**src/rtl/ball_bounce_engine.sv**
```systemverilog
// Ball position/direction engine: advances a ball once per frame tick,
// reflecting and clamping on all four screen edges with per-edge hit pulses.
module ball_bounce_engine #(
  parameter int unsigned H_ACTIVE  = 640,
  parameter int unsigned V_ACTIVE  = 480,
  parameter int unsigned BALL_SIZE = 8,
  parameter int unsigned STEP_X    = 2,
  parameter int unsigned STEP_Y    = 1,
  parameter int unsigned INIT_X    = 0,
  parameter int unsigned INIT_Y    = 0,
  parameter int unsigned POS_W     = 10,
  parameter int unsigned CNT_W     = 8
) (
  input  logic             i_Clk,
  input  logic             i_Rst_n,
  input  logic             i_FrameTick,
  input  logic             i_Enable,
  output logic [POS_W-1:0] o_BallX,
  output logic [POS_W-1:0] o_BallY,
  output logic             o_XDir,
  output logic             o_YDir,
  output logic             o_HitLeft,
  output logic             o_HitRight,
  output logic             o_HitTop,
  output logic             o_HitBottom,
  output logic [CNT_W-1:0] o_HitCount,
  output logic             o_Busy,
  output logic             o_Overrun
);

  localparam int unsigned X_MAX = H_ACTIVE - BALL_SIZE;
  localparam int unsigned Y_MAX = V_ACTIVE - BALL_SIZE;

  // One extra bit so position + step can never wrap before the limit compare
  localparam logic [POS_W:0] X_MAX_E  = (POS_W+1)'(X_MAX);
  localparam logic [POS_W:0] Y_MAX_E  = (POS_W+1)'(Y_MAX);
  localparam logic [POS_W:0] STEP_X_E = (POS_W+1)'(STEP_X);
  localparam logic [POS_W:0] STEP_Y_E = (POS_W+1)'(STEP_Y);
  localparam logic [CNT_W-1:0] CNT_SAT = {CNT_W{1'b1}};

  typedef enum logic [1:0] {
    IDLE   = 2'd0,
    MOVE_X = 2'd1,
    MOVE_Y = 2'd2,
    REPORT = 2'd3
  } state_t;

  state_t           state_q, state_d;
  logic [POS_W-1:0] x_d, y_d;
  logic             xdir_d, ydir_d;
  logic             lat_left_q, lat_left_d;
  logic             lat_right_q, lat_right_d;
  logic             hit_left_d, hit_right_d, hit_top_d, hit_bottom_d;
  logic [CNT_W-1:0] cnt_d;
  logic             busy_d, overrun_d;

  logic [POS_W:0]   x_sum, y_sum;
  logic [1:0]       n_hits;
  logic [CNT_W:0]   cnt_sum;

  // Next-state, next-position and hit bookkeeping
  always_comb begin
    state_d      = state_q;
    x_d          = o_BallX;
    y_d          = o_BallY;
    xdir_d       = o_XDir;
    ydir_d       = o_YDir;
    lat_left_d   = lat_left_q;
    lat_right_d  = lat_right_q;
    hit_left_d   = 1'b0;
    hit_right_d  = 1'b0;
    hit_top_d    = 1'b0;
    hit_bottom_d = 1'b0;
    cnt_d        = o_HitCount;
    overrun_d    = o_Overrun | (i_FrameTick & (state_q != IDLE));
    x_sum        = {1'b0, o_BallX} + STEP_X_E;
    y_sum        = {1'b0, o_BallY} + STEP_Y_E;
    n_hits       = 2'd0;
    cnt_sum      = '0;

    case (state_q)
      IDLE: begin
        if (i_FrameTick && i_Enable) begin
          state_d = MOVE_X;
        end
      end

      MOVE_X: begin
        state_d = MOVE_Y;
        if (o_XDir) begin
          if (x_sum >= X_MAX_E) begin
            x_d         = X_MAX_E[POS_W-1:0];
            xdir_d      = 1'b0;
            lat_right_d = 1'b1;
          end else begin
            x_d = x_sum[POS_W-1:0];
          end
        end else begin
          if ({1'b0, o_BallX} <= STEP_X_E) begin
            x_d        = '0;
            xdir_d     = 1'b1;
            lat_left_d = 1'b1;
          end else begin
            x_d = o_BallX - STEP_X_E[POS_W-1:0];
          end
        end
      end

      // Y step; hit pulses and count are registered here so they show in REPORT
      MOVE_Y: begin
        state_d = REPORT;
        if (o_YDir) begin
          if (y_sum >= Y_MAX_E) begin
            y_d          = Y_MAX_E[POS_W-1:0];
            ydir_d       = 1'b0;
            hit_bottom_d = 1'b1;
          end else begin
            y_d = y_sum[POS_W-1:0];
          end
        end else begin
          if ({1'b0, o_BallY} <= STEP_Y_E) begin
            y_d       = '0;
            ydir_d    = 1'b1;
            hit_top_d = 1'b1;
          end else begin
            y_d = o_BallY - STEP_Y_E[POS_W-1:0];
          end
        end
        hit_left_d  = lat_left_q;
        hit_right_d = lat_right_q;
        n_hits      = 2'(lat_left_q) + 2'(lat_right_q) + 2'(hit_top_d) + 2'(hit_bottom_d);
        cnt_sum     = {1'b0, o_HitCount} + (CNT_W+1)'(n_hits);
        cnt_d       = cnt_sum[CNT_W] ? CNT_SAT : cnt_sum[CNT_W-1:0];
      end

      REPORT: begin
        state_d     = IDLE;
        lat_left_d  = 1'b0;
        lat_right_d = 1'b0;
      end

      default: state_d = IDLE;
    endcase

    busy_d = (state_d != IDLE);
  end

  // State and output registers
  always_ff @(posedge i_Clk or negedge i_Rst_n) begin
    if (!i_Rst_n) begin
      state_q     <= IDLE;
      o_BallX     <= POS_W'(INIT_X);
      o_BallY     <= POS_W'(INIT_Y);
      o_XDir      <= 1'b1;
      o_YDir      <= 1'b1;
      lat_left_q  <= 1'b0;
      lat_right_q <= 1'b0;
      o_HitLeft   <= 1'b0;
      o_HitRight  <= 1'b0;
      o_HitTop    <= 1'b0;
      o_HitBottom <= 1'b0;
      o_HitCount  <= '0;
      o_Busy      <= 1'b0;
      o_Overrun   <= 1'b0;
    end else begin
      state_q     <= state_d;
      o_BallX     <= x_d;
      o_BallY     <= y_d;
      o_XDir      <= xdir_d;
      o_YDir      <= ydir_d;
      lat_left_q  <= lat_left_d;
      lat_right_q <= lat_right_d;
      o_HitLeft   <= hit_left_d;
      o_HitRight  <= hit_right_d;
      o_HitTop    <= hit_top_d;
      o_HitBottom <= hit_bottom_d;
      o_HitCount  <= cnt_d;
      o_Busy      <= busy_d;
      o_Overrun   <= overrun_d;
    end
  end

endmodule

```
**config.mk**
```make
export PLATFORM = sky130hd
export DESIGN_NAME = ball_bounce_engine
export DESIGN_NICKNAME = d
export VERILOG_FILES = /design/src/rtl/ball_bounce_engine.sv
export SDC_FILE = /design/constraint.sdc
export NUM_CORES = 1
export LEC_CHECK = 0
export CAP_MARGIN = 25
export CORE_MARGIN = 10
export CORE_UTILIZATION = 50
export DETAILED_ROUTE_END_ITERATION = 10
export GPL_ROUTABILITY_DRIVEN = 0
export PLACE_DENSITY = 0.77
export SKIP_CTS_REPAIR_TIMING = 1
export SLEW_MARGIN = 0
export SYNTH_ARGS = -nofsm -noshare
export SYNTH_HDL_FRONTEND = slang
export SYNTH_SLANG_ARGS = --single-unit
```
**constraint.sdc**
```tcl
create_clock -name i_Clk -period 4.6 [get_ports i_Clk]
set_clock_uncertainty 0.1 [all_clocks]
set_input_delay 0.92 -clock i_Clk [delete_from_list [all_inputs] [get_ports i_Clk]]
set_output_delay 0.92 -clock i_Clk [all_outputs]
set_load 0.05 [all_outputs]
```
== Yosys cells after proc, flatten, opt, wreduce, memory -nomap -nowiden ==
Index checks and enable logic that the tools add are counted.

* Flip-flop bits (word level): 40
* Input port bits: 4
* Output and inout bits: 36
* Word-level logic and storage cells: 72

* $add $sub $neg: 8
* Order comparisons: 4
* Equality and inequality tests: 7
* Mux-type cells: 30
* Bitwise logic cells: 2
* Reduce and logical (&&, ||, !) cells: 7

{| class="wikitable"
|+ Operators by type and width
! cell !! count
|-
| two-way mux 10 bit || 6
|-
| two-way mux 1 bit || 19
|-
| adder 10 x 1 -> 11 bit (second input constant) || 1
|-
| adder 10 x 2 -> 11 bit (second input constant) || 1
|-
| >= comparator 11 x 10 -> 1 bit (second input constant) || 1
|-
| >= comparator 11 x 9 -> 1 bit (second input constant) || 1
|-
| <= comparator 10 x 1 -> 1 bit (second input constant) || 1
|-
| <= comparator 10 x 2 -> 1 bit (second input constant) || 1
|-
| subtractor 10 x 1 -> 10 bit (second input constant) || 1
|-
| subtractor 10 x 2 -> 10 bit (second input constant) || 1
|-
| adder 8 x 2 -> 9 bit || 1
|-
| two-way mux 8 bit || 1
|-
| != test 2 bit (second input constant) || 4
|-
| one-hot mux 2 bit (4 select lines) || 1
|-
| AND reduction 3 bit || 2
|-
| nonzero test 2 bit || 3
|-
| adder 2 x 1 -> 2 bit || 2
|-
| == test 2 bit (second input constant) || 2
|-
| one-hot mux 1 bit (2 select lines) || 2
|-
| adder 1 x 1 -> 2 bit || 1
|-
| == test 2 x 1 -> 1 bit (second input constant) || 1
|-
| zero test 2 bit || 1
|-
| two-way mux 2 bit || 1
|-
| AND 1 bit || 1
|-
| other kinds (2) || 2
|}

== Logic depth before layout (Yosys ltp) ==
Gate-level depths: netlist of run 1.

* Depth in word-level cells: 8
* Depth in mapped cells: 16
* Mapped depth without buffers: 15

== Worst setup path after synthesis of run 1 ==
No wires, ideal clock.

* Path type: flip-flop to flip-flop
* Start point: register o_BallY[1]
* End point: register o_HitCount[7]
* Setup time: 0.125 ns
* Arrival: 3.803 ns
* Required time: 4.375 ns
* Path slack: 0.573 ns
* Stages on the path, launching flop included: 15
* Buffers on the path: 1
* Period minus slack after synthesis: 4.027 ns
* Cell sequence: dfrtp_1 -> ha_1 -> buf_2 -> nand3_1 -> xnor2_1 -> a211oi_1 -> or3_4 -> a21oi_2 -> fa_1 -> ha_1 -> xor2_1 -> ha_1 -> a21oi_1 -> nor4b_1 -> mux2_2

* Word-level cells in the longest chain between the ends: 8
* Elaborated cells between the ends (all ways): 13
* Those cells by class: add/sub: 4; order compare: 2; mux: 7

{| class="wikitable"
|+ RTL lines
! item !! RTL line !! RTL
|-
| start: declaration || 19 || <nowiki>output logic [POS_W-1:0] o_BallY,</nowiki>
|-
| start signal: assignment || 153 || <nowiki>o_BallY <= POS_W'(INIT_Y);</nowiki>
|-
| start signal: assignment || 168 || <nowiki>o_BallY <= y_d;</nowiki>
|-
| adder 10 x 1 -> 11 bit / <= comparator 10 x 1 -> 1 bit (equally long branches) || 77, 121 ||
|-
| >= comparator 11 x 9 -> 1 bit / two-way mux 1 bit (equally long branches) || 113, 121 ||
|-
| two-way mux 1 bit (on tied branches) || 113, 112 ||
|-
| two-way mux 1 bit (on tied branches) || 112, 81 ||
|-
| two-way mux 1 bit / adder 2 x 1 -> 2 bit (equally long branches) || 81, 131 ||
|-
| adder 2 x 1 -> 2 bit * || 131 || <nowiki>n_hits = 2'(lat_left_q) + 2'(lat_right_q) + 2'(hit_top_d) + 2'(hit_bottom_d);</nowiki>
|-
| adder 8 x 2 -> 9 bit * || 132 || <nowiki>cnt_sum = {1'b0, o_HitCount} + (CNT_W+1)'(n_hits);</nowiki>
|-
| two-way mux 8 bit * || 133 || <nowiki>cnt_d = cnt_sum[CNT_W] ? CNT_SAT : cnt_sum[CNT_W-1:0];</nowiki>
|-
| end signal: assignment || 177 || <nowiki>o_HitCount <= cnt_d;</nowiki>
|-
| end: declaration || 26 || <nowiki>output logic [CNT_W-1:0] o_HitCount,</nowiki>
|}

Mark *: on every way between the ends. The rest lies on a longest branch, timed or not. The select of a mux whose other input is x is not followed.
A chain may end at the register's enable or synchronous reset.

== Final worst setup path of run 1 ==
* Start point: register o_BallY[0]
* End point: register o_HitCount[2]

Same word-level chain as after synthesis.

==> impl_metrics.toml, run 1 <==
[final_layout]
finalCoreUtilization_pct = 60.8
mostFrequentLayoutCells = "clkdlybuf4s50_1 (37), dfrtp_1 (37), nand2_1 (29)"
antenna-diode-count = 0
final_net_count = 383
layout.area.seq_sq_um = 978
multi_input_area_sq_um = 1720
flow.area_growth_from_synthesis_pct = 16.2
post_route_cells_drive_above_1_share_pct = 9.34
layout.filler_cells = 489

[worst_setup_path]
endpoint_kind = "register"
timing_worst_setup_path_type = "register to register"
worst_ep_required_time_ns = 4.66
arrival_time_reported_for_the_critical_path_endpoint_ns = 4.20
critPathMaxFanout = 11
timing.critical_path.from_type = "register"

[global_routing]
grt_util_met1_pct = 20.8
first_global_vias = 2381
track_usage_pct = 15.7
globalRouteOverflowTotal = 0
antenna_violations_before_repair = 0
busiest_layer = "met2"
groute.layer.met3.usage_pct = 3.50
grt_pass1_wl_mm = 11.9
grt_start_max_net_pins = 40
global_route.usage.met2_pct = 25.1

[synthesis]
mappedNetlistArea_sq_um = 2910
synth_warnings = 0
synth-seq-cells = 39
synth_area_leaders = "dfrtp_1 (32%), ha_1 (6.0%), nand2_1 (3.7%)"
synthDominantCellAreaShare_pct = 31.8
asyncSetResetFlopFracSynth_pct = 100
synth-edff-count = 0
synth_ff_type = "dfrtp_1"
ys_seq_area_share_pct = 33.6
post_synth_net_total = 359
synth_area_leader = "dfrtp_1"
syn_avg_cell_area_sq_um = 8.60
netlist_instances = 339
synth_cell_type_count = 70

[place]
port-buffer-count = 38
post-place-ws_ns = 0.506
post-dp-hpwl_mm = 5.08

[detailed_routing]
total_drc_errors_in_the_routed_layout = 0
via_count = 2599
wire_length_reported_by_the_detailed_router_mm = 7.11
wl_per_cell_um = 16.3
final_antenna_net_count = 0
number_of_optimization_iterations_in_the_first_detailed_route_pass = 5
drtIter0Drc = 199
avgViaCountPerCell = 5.96

[floorplanning]
fp.coreArea_sq_um = 5570
fp.dieW_um = 96.3
design.die.area_sq_um = 9280
std_cell_rows = 27
initial_utilization_pct = 52.3
ioPinCount = 40
die_height_um = 96.3

[pwr]
combPwrFrac_pct = 49.7
net_switching_power_of_the_design_uw = 804
power_per_cell_area_nw_per_um2 = 508
sw_frac_of_total_pct = 46.7
intPower_uw = 918
total_power_uw = 1720
pwr-share-clk_pct = 19.8
irDropWorstVdd_v = 0.000299
seq_power_share_pct = 30.5
p_leak_uw = 0.00141

[sta]
highest_clock_rate_mhz = 241
setup_viol = 0
rsz0062_at_grt = "no"
timing.final.crit_period_ns = 4.14
setup_total_negative_slack_ns = 0
final_layout_worst_hold_slack_ns = 0.363
post_layout_worst_setup_margin_ns = 0.458
final_hold_viol_count = 0
final_min_period_over_clock_period_pct = 90.0
finalMaxSlewViolations = 0
timing.max_slew.rel_slack_pct = 42.2
worst-slew-pin-transition_ns = 0.866

[clocking]
cts.clk_slew.worst_paths_ns = 0.08
cts.sinks = 39
numCtsBuffers = 5
ctsLongestPathBuffers = 2
tritoncts = "yes"
clock_tree.htree_level_count = 2
worstSkewPairLatency_ns = 0.29
cts.root.buffer_cell = "clkbuf_8"

[min_path]
min_path_type = "register to register"

[run]
drv.max_cap_violation_count = 0

[status]
outcome = "finished clean"
flip-flops by register name (all words and copies together) (netlist names):
register,count
o_BallY,10
o_BallX,9
o_HitCount,8
state_q,2
lat_left_q,1
lat_right_q,1
o_Busy,1
o_HitBottom,1
o_HitLeft,1
o_HitRight,1
o_HitTop,1
o_Overrun,1
o_XDir,1
o_YDir,1
cells in the mapped netlist (5+ instances only):
| cell type | n |
|---|---|
| nor3_1 | 10 |
| a21oi_1 | 18 |
| clkbuf_1 | 8 |
| dfrtp_1 | 37 |
| o21ai_1 | 7 |
| nand2b_1 | 6 |
| nand2_1 | 29 |
| nand3_1 | 16 |
| inv_1 | 20 |
| o21ai_0 | 21 |
| o31ai_1 | 6 |
| xnor2_1 | 9 |
| and3_1 | 5 |
| buf_2 | 7 |
| nor2_1 | 28 |
| ha_1 | 14 |
| a31oi_1 | 5 |
path summary, 6_finish.rpt:
check | start | to | depth (start not counted) | slack [ns]
worst max register to register | o_BallY[0] | o_HitCount[2] | 14 | 0.46
worst max-delay path | o_BallY[0] | o_HitCount[2] | 14 | 0.46
worst min register to register | o_Overrun | o_Overrun | 1 | 0.36
max in group asynchronous | i_Rst_n | o_HitCount[6] | 1 | 3.22
worst min-delay path | o_Overrun | o_Overrun | 1 | 0.36
min in group asynchronous | i_Rst_n | o_BallX[6] | 1 | 0.64
metal layers:
layer,part of all wire [%],vias to the layer above
met1,45,1218
met5,0,-
met3,7.5,12
li1,-,1257
met2,46,112
met4,1.5,0
cell families (layout without fill, tap and decap cells):
group | after synthesis | after routing | synth area share, %
simple gates | 129 | 129 | 24.3
compound gates | 93 | 93 | 21.6
buf+inv | 43 | 68 | 7.38
flops | 39 | 39 | 33.6
fa+ha+maj | 16 | 16 | 7.39
xor+xnor | 13 | 13 | 3.91
mux | 5 | 5 | 1.76
other cells | 1 | 1 | 0.129
worst max-delay path: stages, from the launching register on:
cell	delay, ns
dfrtp_1	0.53
ha_1	0.36
nand3_1	0.13
xnor2_1	0.23
a211oi_1	0.13
or3_4	0.39
a21oi_2	0.21
fa_1	0.45
ha_1	0.31
ha_1	0.21
fa_1	0.41
nand3_1	0.14
nor2_1	0.07
nand3_1	0.18
o21ai_0	0.14
cell type report:
cell class              instances  share of cell area, %
well taps                      72                   2.66
clock buffers                   6                   2.14
multi-input cells             257                   50.8
clock inverters                 2                   1.77
repair buffers                 40                   11.5
flip-flops and latches         39                   28.9
inverters                      20                   2.22
power groups by stage:
| stage | sequential, uW | clock (uW) | combinational (uW) |
|---|---|---|---|
| after floorplan | 609 | 0 | 588 |
| after global routing | 541 | 363 | 935 |
| final | 525 | 340 | 857 |
| after global placement | 525 | 0 | 843 |
| after CTS | 523 | 348 | 856 |
| after detailed placement | 530 | 0 | 852 |
through the flow:
stage	cell area [sq um]	cells
2_1_floorplan	2910	339
3_3_place_gp	3250	428
3_5_place_dp	3250	428
4_1_cts	3390	436
5_1_grt	3390	436
6_report	3390	436
Note: power is estimated with default switching activity, not from simulation.
==> inputs of run 2 (changes only) <==
RECOVER_POWER = 50   (was default)
==> run 2 against run 1 <==
The run now ends with max-capacitance violations, max-slew violations left. Routed wire length is 0.46% higher. Maximum frequency fell by 0.35%. First-iteration DRC count decreased by 6.5%. Clock power is essentially flat. Sequential cell count unchanged. Hold slack about the same. Via count barely moved. Critical path type unchanged. Highest routed layer unchanged.
==> impl_metrics.toml, run 2 (synthesized netlist as in run 1, its figures left out) <==
[status]
outcome = "complete, but fails checks"
violations_in_the_final_reports = "max-capacitance violations, max-slew violations"

[pwr]
power_per_cell_area_nw_per_um2 = 509
irDropWorstVdd_v = 0.000299
p_leak_uw = 0.00141

[clocking]
cts.clk_slew.worst_paths_ns = 0.08
tritoncts = "yes"
clock_tree.htree_level_count = 2
worstSkewPairLatency_ns = 0.29
cts.root.buffer_cell = "clkbuf_8"
ctsLongestPathBuffers = 2
numCtsBuffers = 5
cts.sinks = 39

[sta]
final_hold_viol_count = 0
final_layout_worst_hold_slack_ns = 0.363
rsz0062_at_grt = "no"
highest_clock_rate_mhz = 241
timing.max_slew.rel_slack_pct = -38.7
final_min_period_over_clock_period_pct = 90.4
worst-slew-pin-transition_ns = 2.08
timing.final.crit_period_ns = 4.16
setup_viol = 0
finalMaxSlewViolations = 40
setup_total_negative_slack_ns = 0

[floorplanning]
std_cell_rows = 27
fp.dieW_um = 96.3
initial_utilization_pct = 52.3
fp.coreArea_sq_um = 5570
design.die.area_sq_um = 9280
die_height_um = 96.3
ioPinCount = 40

[detailed_routing]
wl_per_cell_um = 16.4
via_count = 2598
drtIter0Drc = 186
number_of_optimization_iterations_in_the_first_detailed_route_pass = 6
total_drc_errors_in_the_routed_layout = 0
avgViaCountPerCell = 5.96
final_antenna_net_count = 0
wire_length_reported_by_the_detailed_router_mm = 7.14

[worst_setup_path]
timing_worst_setup_path_type = "register to register"
critical_path.n_buffers_inverters = 0
timing.critical_path.from_type = "register"
worst_reg_to_reg_setup_slack_ns = 0.44
critical-path-max-stage-delay_ns = 0.53
worst_path_dominant_cell_family = "adder cells"
critPathMaxFanout = 11
arrival_time_reported_for_the_critical_path_endpoint_ns = 4.21
timing.critical_path.cells = "ha_1 -> nand3_1 -> xnor2_1 -> a211oi_1 -> or3_1 -> a21oi_2 -> fa_1 -> ha_1 -> ha_1 -> fa_1 -> nand3_1 -> nor2_1 -> nand3_1 -> o21ai_0"
slowest_stage = "dfrtp_1"
endpoint_kind = "register"
worst_ep_required_time_ns = 4.66

[final_layout]
instances_no_fill = 436
commonest_non_fill_non_tap_cell_in_the_layout = "dfrtp_1"
finalCoreUtilization_pct = 60.4
post_route_cells_drive_above_1_share_pct = 7.69
mostFrequentLayoutCells = "dfrtp_1 (37), clkdlybuf4s50_1 (36), nand2_1 (29), nor2_1 (29), o21ai_0 (23)"
flow.area_growth_from_synthesis_pct = 15.5
final_net_count = 383
antenna-diode-count = 0
reg_top3 = "o_BallY: 10 flops, o_BallX: 9 flops, o_HitCount: 8 flops"
final_area_sq_um = 3370
largest_register_ff_count = 10
largest_register = "o_BallY"

[global_routing]
grt_start_max_net_pins = 40
track_usage_pct = 15.7
antenna_violations_before_repair = 0
grt_pass1_wl_mm = 11.9
globalRouteOverflowTotal = 0
first_global_vias = 2381

[place]
port-buffer-count = 38
placed_cells = 428
post-dp-hpwl_mm = 5.08
placed_area_sq_um = 3250

[run]
drv.max_cap_violation_count = 1

[min_path]
min_path_type = "register to register"
## run 2: area by class of cell
| cell class | count | area [sq um] |
|---|---|---|
| multi-input combinational | 257 | 1700 |
| inverter | 20 | 75.1 |
| clock inverter | 2 | 60.1 |
| tap | 72 | 90.1 |
| sequential | 39 | 978 |
| fill | 494 | 2210 |
| timing repair buffer | 40 | 389 |
| clock buffer | 6 | 72.6 |
## run 2: path summary, 6_finish.rpt
kind,start,end,cells after the start
worst max-delay path,o_BallY[0],o_HitCount[2],14
worst max register to register,o_BallY[0],o_HitCount[2],14
min in group asynchronous,i_Rst_n,o_BallX[6],1
worst min-delay path,o_Overrun,o_Overrun,1
worst min register to register,o_Overrun,o_Overrun,1
max in group asynchronous,i_Rst_n,o_HitCount[6],1
## run 2: power by group
group	total, uW	internal [uW]	switching, uW	leakage (uW)
clock	342	217	125	0.0000654
combinational	849	299	550	0.000843
sequential	522	397	125	0.000501
total	1710	913	800	0.00141
## run 2: stage by stage
step	total power, uW	worst slack [ns]
finish	1710	0.443
global route	1830	0.124
CTS	1730	0.486
detailed placement	1380	0.506
global placement	1370	0.682
floorplan	1200	0.573
## run 2: routing by layer
metal	vias up	GRT usage, %	share of wire [%]
met3	10	3.50	7.9
li1	1255	-	-
met5	-	0	0
met1	1230	20.8	45
met4	0	4.00	1.4
met2	103	25.1	46
==> inputs of run 3 (changes only) <==
HOLD_SLACK_MARGIN = 0.03   (was default)
==> results of run 3 <==
The final DEF is identical to that of run 2; final timing and power are the same.
